===== config.mk =====
export PLATFORM = sky130hd
export DESIGN_NAME = audio_sample_prefetch
export DESIGN_NICKNAME = d
export VERILOG_FILES = /design/src/rtl/audio_pkg.sv /design/src/rtl/sample_fifo.sv /design/src/rtl/audio_sample_prefetch.sv
export SDC_FILE = /design/constraint.sdc
export NUM_CORES = 1
export LEC_CHECK = 0
export CORE_ASPECT_RATIO = 0.5
export CORE_MARGIN = 1.5
export CORE_UTILIZATION = 55
export CTS_CLUSTER_DIAMETER = 30
export DETAILED_ROUTE_END_ITERATION = 6
export PLACE_DENSITY = 0.88
export SETUP_SLACK_MARGIN = 0.2
export SKIP_LAST_GASP = 1
export SYNTH_ARGS = -nofsm -noshare
export SYNTH_HDL_FRONTEND = slang
export SYNTH_SLANG_ARGS = --single-unit
export TNS_END_PERCENT = 50

===== constraint.sdc =====
create_clock -name AudioClk -period 12.19 [get_ports AudioClk]
set_input_delay 1.8285 -clock AudioClk [delete_from_list [all_inputs] [get_ports AudioClk]]
set_output_delay 1.8285 -clock AudioClk [all_outputs]
set_load 0.05 [all_outputs]

===== src/rtl/audio_pkg.sv =====
`default_nettype none
// +---------------------------------------------------------------------+
// | audio_pkg : shared types and widths for the audio sample prefetcher |
// | Rev 1.0                                                             |
// +---------------------------------------------------------------------+
package audio_pkg;

    localparam int SAMPLE_W     = 16;
    localparam int SDRAM_ADDR_W = 25;

    typedef enum logic [1:0] {
        IDLE    = 2'd0,
        REQ     = 2'd1,
        RELEASE = 2'd2
    } fetch_state_t;

endpackage
`default_nettype wire


===== src/rtl/sample_fifo.sv =====
`default_nettype none
// +---------------------------------------------------------------------+
// | sample_fifo : DEPTH x SAMPLE_W synchronous FIFO, read-before-write  |
// | Rev 1.0                                                             |
// +---------------------------------------------------------------------+
module sample_fifo
    import audio_pkg::*;
#(
    parameter int DEPTH = 8
) (
    input  logic                     AudioClk,
    input  logic                     Reset,
    input  logic                     push_i,
    input  logic [SAMPLE_W-1:0]      wdata_i,
    input  logic                     pop_i,
    output logic [SAMPLE_W-1:0]      rdata_o,
    output logic                     full_o,
    output logic                     empty_o,
    output logic [$clog2(DEPTH):0]   count_o
);

    localparam int AW = $clog2(DEPTH);

    logic [SAMPLE_W-1:0] mem_q [DEPTH];
    logic [AW:0]         wptr_q;
    logic [AW:0]         rptr_q;
    logic [AW:0]         w_count;
    logic                w_push;
    logic                w_pop;

    assign w_count = wptr_q - rptr_q;
    assign full_o  = (w_count == (AW+1)'(DEPTH));
    assign empty_o = (w_count == '0);
    assign count_o = w_count;
    assign w_push  = push_i & ~full_o;
    assign w_pop   = pop_i & ~empty_o;

    // Head is read straight from storage, so a same-cycle push never disturbs it.
    assign rdata_o = mem_q[rptr_q[AW-1:0]];

    always_ff @(posedge AudioClk) begin
        if (w_push) begin
            mem_q[wptr_q[AW-1:0]] <= wdata_i;
        end
    end

    always_ff @(posedge AudioClk or posedge Reset) begin
        if (Reset) begin
            wptr_q <= '0;
            rptr_q <= '0;
        end else begin
            if (w_push) begin
                wptr_q <= wptr_q + 1'b1;
            end
            if (w_pop) begin
                rptr_q <= rptr_q + 1'b1;
            end
        end
    end

endmodule
`default_nettype wire


===== src/rtl/audio_sample_prefetch.sv =====
`default_nettype none
// +---------------------------------------------------------------------+
// | audio_sample_prefetch : SDRAM read sequencer + sample FIFO feeding   |
// | the I2S serializer one sample per LRClk edge.  Rev 1.0               |
// +---------------------------------------------------------------------+
module audio_sample_prefetch
    import audio_pkg::*;
#(
    parameter int                DEPTH      = 8,
    parameter int                ADDR_W     = SDRAM_ADDR_W,
    parameter logic [ADDR_W-1:0] START_ADDR = '0,
    parameter logic [ADDR_W-1:0] END_ADDR   = ADDR_W'(25'h1FF_FFFF)
) (
    input  logic                   AudioClk,
    input  logic                   Reset,
    input  logic                   Play,
    input  logic                   LRClk,
    output logic                   rd_cmd,
    output logic [ADDR_W-1:0]      rd_addr,
    input  logic                   rd_done,
    input  logic [SAMPLE_W-1:0]    rd_data,
    output logic [SAMPLE_W-1:0]    sample_out,
    output logic                   underrun,
    output logic [$clog2(DEPTH):0] fill
);

    logic [2:0]          lr_sync_q;
    logic [1:0]          done_sync_q;
    fetch_state_t        state_q;
    logic                rd_cmd_q;
    logic [ADDR_W-1:0]   rd_addr_q;
    logic [SAMPLE_W-1:0] sample_out_q;
    logic                underrun_q;

    logic                w_done_s;
    logic                w_pop_evt;
    logic                w_push;
    logic                w_full;
    logic                w_empty;
    logic [SAMPLE_W-1:0] w_head;
    logic [ADDR_W-1:0]   w_next_addr;

    // Two-flop synchronizers; the third LRClk flop provides the edge reference.
    always_ff @(posedge AudioClk or posedge Reset) begin
        if (Reset) begin
            lr_sync_q   <= '0;
            done_sync_q <= '0;
        end else begin
            lr_sync_q   <= {lr_sync_q[1:0], LRClk};
            done_sync_q <= {done_sync_q[0], rd_done};
        end
    end

    assign w_done_s    = done_sync_q[1];
    assign w_pop_evt   = (lr_sync_q[1] ^ lr_sync_q[2]) & Play;
    assign w_push      = (state_q == REQ) & w_done_s;
    assign w_next_addr = (rd_addr_q == END_ADDR) ? START_ADDR : rd_addr_q + 1'b1;

    always_ff @(posedge AudioClk or posedge Reset) begin
        if (Reset) begin
            state_q   <= IDLE;
            rd_cmd_q  <= 1'b0;
            rd_addr_q <= START_ADDR;
        end else begin
            case (state_q)
                IDLE: begin
                    if (Play && !w_full) begin
                        state_q  <= REQ;
                        rd_cmd_q <= 1'b1;
                    end
                end
                REQ: begin
                    // Completes even when Play has dropped so the data is kept.
                    if (w_done_s) begin
                        state_q   <= RELEASE;
                        rd_cmd_q  <= 1'b0;
                        rd_addr_q <= w_next_addr;
                    end
                end
                RELEASE: begin
                    if (!w_done_s) begin
                        state_q <= IDLE;
                    end
                end
                default: begin
                    state_q  <= IDLE;
                    rd_cmd_q <= 1'b0;
                end
            endcase
        end
    end

    always_ff @(posedge AudioClk or posedge Reset) begin
        if (Reset) begin
            sample_out_q <= '0;
            underrun_q   <= 1'b0;
        end else if (!Play) begin
            sample_out_q <= '0;
        end else if (w_pop_evt) begin
            if (w_empty) begin
                sample_out_q <= '0;
                underrun_q   <= 1'b1;
            end else begin
                sample_out_q <= w_head;
            end
        end
    end

    sample_fifo #(
        .DEPTH (DEPTH)
    ) u_fifo (
        .AudioClk (AudioClk),
        .Reset    (Reset),
        .push_i   (w_push),
        .wdata_i  (rd_data),
        .pop_i    (w_pop_evt),
        .rdata_o  (w_head),
        .full_o   (w_full),
        .empty_o  (w_empty),
        .count_o  (fill)
    );

    assign rd_cmd     = rd_cmd_q;
    assign rd_addr    = rd_addr_q;
    assign sample_out = sample_out_q;
    assign underrun   = underrun_q;

endmodule
`default_nettype wire


Yosys cells after proc, flatten, opt, wreduce, memory -nomap -nowiden

Memories as Yosys holds them, arrays and structs flattened.
Cells that the tools add are included.
Widths: inputs -> output; s select.

RAM bits: 128
Flip-flop bits (word level): 58
Logic and storage cells: 51
Output and inout bits: 47
Memories kept: 1
Bits of input ports: 21

Memories:

| memory       | words | bits a word | rd ports | clocked after memory_dff | write ports | line              | RTL |
|---|---|---|---|---|---|---|---|
| u_fifo.mem_q | 8     | 16          | 1        | 0                        | 1           | sample_fifo.sv:24 | `logic [SAMPLE_W-1:0] mem_q [DEPTH];` |

Multiplexer cells: 13
$add $sub $neg: 4
Eq/ne operators: 8
Bitwise gates (word level): 8
Reduce and logical (&&, ||, !) cells: 8

Operators with widths:

| cell                  | number |
|---|---|
| $mux 16               | 3 |
| $add 25x1->25 const B | 1 |
| $eq 25x25->1 const B  | 1 |
| $mux 25               | 1 |
| $reduce_and 3->1      | 3 |
| $add 4x1->4 const B   | 2 |
| $mux 2                | 3 |
| $ne 2x2->1 const B    | 3 |
| $pmux 2 s3            | 1 |
| $and 1x1->1           | 4 |
| $eq 4x4->1 const B    | 1 |
| $logic_not 4->1       | 1 |
| $mux 1                | 4 |
| $sub 4x4->4           | 1 |
| $not 1->1             | 3 |
| $pmux 1 s3            | 1 |
| $eq 2x1->1 const B    | 1 |
| $eq 2x2->1 const B    | 1 |
| $logic_not 2->1       | 1 |
| $ne 2x1->1 const B    | 1 |
| $reduce_and 2->1      | 1 |
| $logic_and 1x1->1     | 1 |
| $logic_not 1->1       | 1 |
| $xor 1x1->1           | 1 |

Depth between registers and ports, before layout

Word-level depth: 6
Mapped depth: 10
Mapped depth without buffers: 9

Hierarchy

Synthesis repeated with hierarchy kept, for this count alone.

Cell total of the unflattened synthesis: 464
Area total of the unflattened synthesis: 7552.2 µm²

By module, submodules not included:

| module                | area each (µm²) | times used | seq. area each (µm²) | cells an instance |
|---|---|---|---|---|
| sample_fifo           | 5424.0          | 1          | 4043.9               | 284 |
| audio_sample_prefetch | 2128.3          | 1          | 1251.2               | 180 |

Least setup slack after synthesis

OpenSTA, ideal clock, no wires.

Path type: register to register
Start point: register u_fifo.rptr_q[1]
End point: memory u_fifo.mem_q[2][0] (enable)
Stages on the path, launching flop included: 10
Arrival: 4.102 ns
Path slack: 7.676 ns
Period minus slack after synthesis: 4.514 ns
Buffers on the path: 2
Setup time: 0.413 ns
Data required time: 11.777 ns
Path through: dfrtp_1 -> buf_2 -> buf_2 -> inv_1 -> fa_1 -> xor2_1 -> nor3_2 -> a31oi_4 -> nand2b_1 -> nor3b_1

Longest elaborated chain between the ends: 6

RTL lines:

| item                         | line                        | RTL |
|---|---|---|
| start, declared              | sample_fifo.sv:26           | `logic [AW:0] rptr_q;` |
| start signal, assigned       | sample_fifo.sv:56           | `rptr_q <= rptr_q + 1'b1;` |
| $sub 4x4->4                  | sample_fifo.sv:31           | `assign w_count = wptr_q - rptr_q;` |
| net fill[2]                  | audio_sample_prefetch.sv:24 | `output logic [$clog2(DEPTH):0] fill` |
| $eq 4x4->1                   | sample_fifo.sv:32           | `assign full_o = (w_count == (AW+1)'(DEPTH));` |
| $not 1->1                    | sample_fifo.sv:35           | `assign w_push = push_i & ~full_o;` |
| $and 1x1->1                  | sample_fifo.sv:35           |  |
| $mux 1                       | sample_fifo.sv:42           | `if (w_push) begin` |
| $mux 1 (implied by the code) | sample_fifo.sv:43           | `mem_q[wptr_q[AW-1:0]] <= wdata_i;` |
| end, declared                | sample_fifo.sv:24           |  |

The timed path passes the listed nets, and every way through them passes these cells.

Worst setup path after layout

Start point: register u_fifo.rptr_q[0]
End point: output port fill[3]

Longest elaborated chain between the ends: 1

RTL lines:

| item          | line |
|---|---|
| $sub 4x4->4   | sample_fifo.sv:31 |
| end, declared | audio_sample_prefetch.sv:24 |

Every way passes these cells.

==> key figures <==
Yosys
  • Yosys warns: 0
  • Post-synth ARST share: 0.3118
  • Post-synthesis cell area: 7500 um2
  • Syn_nets: about 450
  • EDFF count, synth: 128
  • Main synth FF type: edfxtp_1
  • Register area share after synthesis: 0.7060
  • Cells after synthesis: ~430
  • Synth Area per Inst: approximately 18 um2
  • Unique masters post-synth: between 40 and 50
  • Flops & latches, synth: 186

STA
  • Hold Violations, Final: 0
  • Max Slew Vio Count: 0
  • WHS: 352.7 ps
  • Slew headroom: 0.2308
  • Fin crit share: 0.4198
  • Max Freq: 195.4 MHz
  • Setup slack after layout: 7072 ps
  • Worst slew pin tran: about 1200 ps
  • Final number of setup-violating endpoints: 0
  • Fin Clk Skew: between 9 and 10 ps
  • Unrepaired setup endpoints after global routing: false
  • Min Tclk post-route: 5118 ps
  • Setup TNS: 0 ps

Die
  • Die area: 14390 um2
  • Ports: between 60 and 70
  • Initial core utilization: 0.5773
  • Die X: 168.1 um
  • Core area: around 13000 um2
  • FP Rows: 29
  • Die Height: approximately 86 um

CTS
  • TritonCTS clock tree: done
  • TritonCTS Buffers: 17
  • Root Driver: clkbuf_16
  • CTS Hold Buffers Added: 0
  • Sink Count: 186
  • H-tree levels: 4
  • PostCTS Resize Cnt: 0
  • Post-CTS Setup Bufs: 0
  • Clk slew on worst S/H paths: roughly 70 ps
  • Max Buffers Root-to-Sink: 2
  • Worst-skew pair later-pin latency: approximately 430 ps

Global route
  • Gr ovfl total: 0
  • Vias in the first global route: 4190
  • Initial antenna violation count: 0
  • Total GRT Usage: 0.2290
  • First-pass GRT wire length: around 24000 um
  • Largest net degree at the start of global routing: 59

Detailed routing
  • Final wirelength: about 15000 um
  • DRC Markers: 0
  • Initial drt markers: approximately 440
  • Final antenna-violating net count: 0
  • Via density per instance: roughly 6
  • Initial DRT Pass Iterations: 4
  • Vias: 4128
  • Routed WL per cell: between 20 and 25 um

Setup path
  • Crit Path Max Fanout: 20
  • Worst EP arrival: ~3300 ps
  • Crit path kind: flip-flop to output pin
  • CP max stage delay: 1000 ps
  • Startpoint Class: flip-flop
  • Worst setup EP type: output pin
  • Critical Path RT: 10360 ps
  • Critical path's slowest cell: dfrtp_1
  • Crit-path cells: ha_1 -> and3b_1 -> or3_4 -> nand2_1 -> inv_1 -> clkdlybuf4s50_1
  • R2R cell count: 8

Cells and area
  • Ant. Diodes: 0
  • Commonest non-fill, non-tap cell in the layout: edfxtp_1
  • Nets: 533
  • Synth-to-layout area growth: 20.47%
  • Commonest non-fill, non-tap cells in the layout: 128 x edfxtp_1, 67 x clkdlybuf4s50_1, 57 x dfrtp_1
  • Share of cells above drive strength 1: 0.2181
  • FILL cells: between 700 and 800

Flow run
  • Max-cap violation count: 0

Place
  • Post-DP HPWL: 8825 um
  • Placer Congestion: between 0.8 and 0.9
  • DP Worst Slack: approximately 7500 ps
  • Port Buf Inserts: 67

Power
  • PD cells: roughly 240 nW/um2
  • Leakage: about 3.3 nW
  • Peak supply drop: 0.1336 mV

Worst hold path
  • Hold path depth: 0
  • Hold WC Path Type: flip-flop to flip-flop

Run status
  • Status: finished clean
==> routing by layer <==
| layer | share of wire | wire length (um) | track usage | vias to the layer above |
|---|---|---|---|---|
| met2 | 0.51 | 7775 | 0.3962 | 171 |
| met5 | 0 | 0 | 0 | - |
| li1 | - | - | - | 1800 |
| met1 | 0.42 | 6342 | 0.2958 | 2136 |
| met3 | 0.055 | 845 | 0.03830 | 21 |
| met4 | 0.018 | 278 | 0.09578 | 0 |
==> critical path: cells and delay by family (launching register included) <==
kind                       cells  cell delay, ps
buffers and inverters          2             770
and+or+nand+nor                3             780
adders and majority gates      1             310
DFF                            1            1000
==> state kept, by name, summed over array words and instances (netlist names) <==
register and flops:
u_fifo.wptr_q 4, u_fifo.mem_q 128, state_q 2, done_sync_q 2, lr_sync_q 3, sample_out 16, underrun 1, u_fifo.rptr_q 4
rd_cmd 1, rd_addr 25
==> final cells by class <==
cell class                      count  area [um2]  area share
Multi-Input combinational cell    214        2136      0.2364
Inverter                           10       37.54    0.004155
Clock buffer                       17       425.4     0.04708
Timing Repair Buffer               76       738.2     0.08171
Clock inverter                     15       188.9     0.02091
Sequential cell                   186        5296      0.5862
Tap cell                          170       212.7     0.02354
==> power by group <==
part | internal, mW | switching (mW)
Clock | 0.281 | 0.277
Combinational | 0.308 | 0.427
Sequential | 0.756 | 0.0774
==> cells by family (layout without fill, tap and decap cells) <==
kind of cell | Yosys count | in the layout | synth area share
AOI/OAI and AO/OA | 28 | 28 | 0.03270
xor gates and xnor gates | 32 | 32 | 0.03837
adders and majority gates | 7 | 7 | 0.01268
buffers and inverters | 26 | 118 | 0.01485
DFF | 186 | 186 | 0.7060
muxes | 50 | 50 | 0.1231
and+or+nand+nor | 97 | 97 | 0.07224
==> cells in the mapped netlist, types with 3 or more instances <==
cell type | instances | area [um2]
xnor2_1 | 14 | 122.6
inv_1 | 10 | 37.54
dfrtp_1 | 58 | 1451
xor2_1 | 17 | 148.9
a22o_1 | 16 | 140.1
nor3_1 | 9 | 45.04
o21ai_0 | 3 | 15.01
buf_2 | 5 | 25.02
mux2_2 | 18 | 202.7
clkbuf_1 | 9 | 33.78
edfxtp_1 | 128 | 3844
nand4_1 | 6 | 37.54
mux4_2 | 32 | 720.7
nor2_1 | 22 | 82.58
nand2_1 | 29 | 108.9
nor3b_1 | 3 | 22.52
ha_1 | 6 | 75.07
nand3_1 | 9 | 45.04
==> path summary, 6_finish.rpt <==
path	startpoint	to	slack (ps)
worst max register to register	u_fifo.rptr_q[0]	u_fifo.mem_q[1][6]	8360
worst max-delay path	u_fifo.rptr_q[0]	fill[3]	7070
worst min-delay path	done_sync_q[0]	done_sync_q[1]	350
min in group asynchronous	Reset	rd_addr[22]	1930
max in group asynchronous	Reset	u_fifo.rptr_q[1]	9700
worst min register to register	done_sync_q[0]	done_sync_q[1]	350
==> through the flow <==
step | area [um2] | utilization | cells | power [mW]
floorplan | 7500 | - | 426 | 1.361
global placement | 8421 | 0.6482 | 656 | 1.544
detailed placement | 8421 | 0.6482 | 656 | 1.573
CTS | 9035 | 0.6955 | 688 | 2.141
global route | 9035 | 0.6955 | 688 | 2.215
finish | 9035 | 0.6955 | 688 | 2.127
No activity file was read; power rests on OpenSTA's default activity.
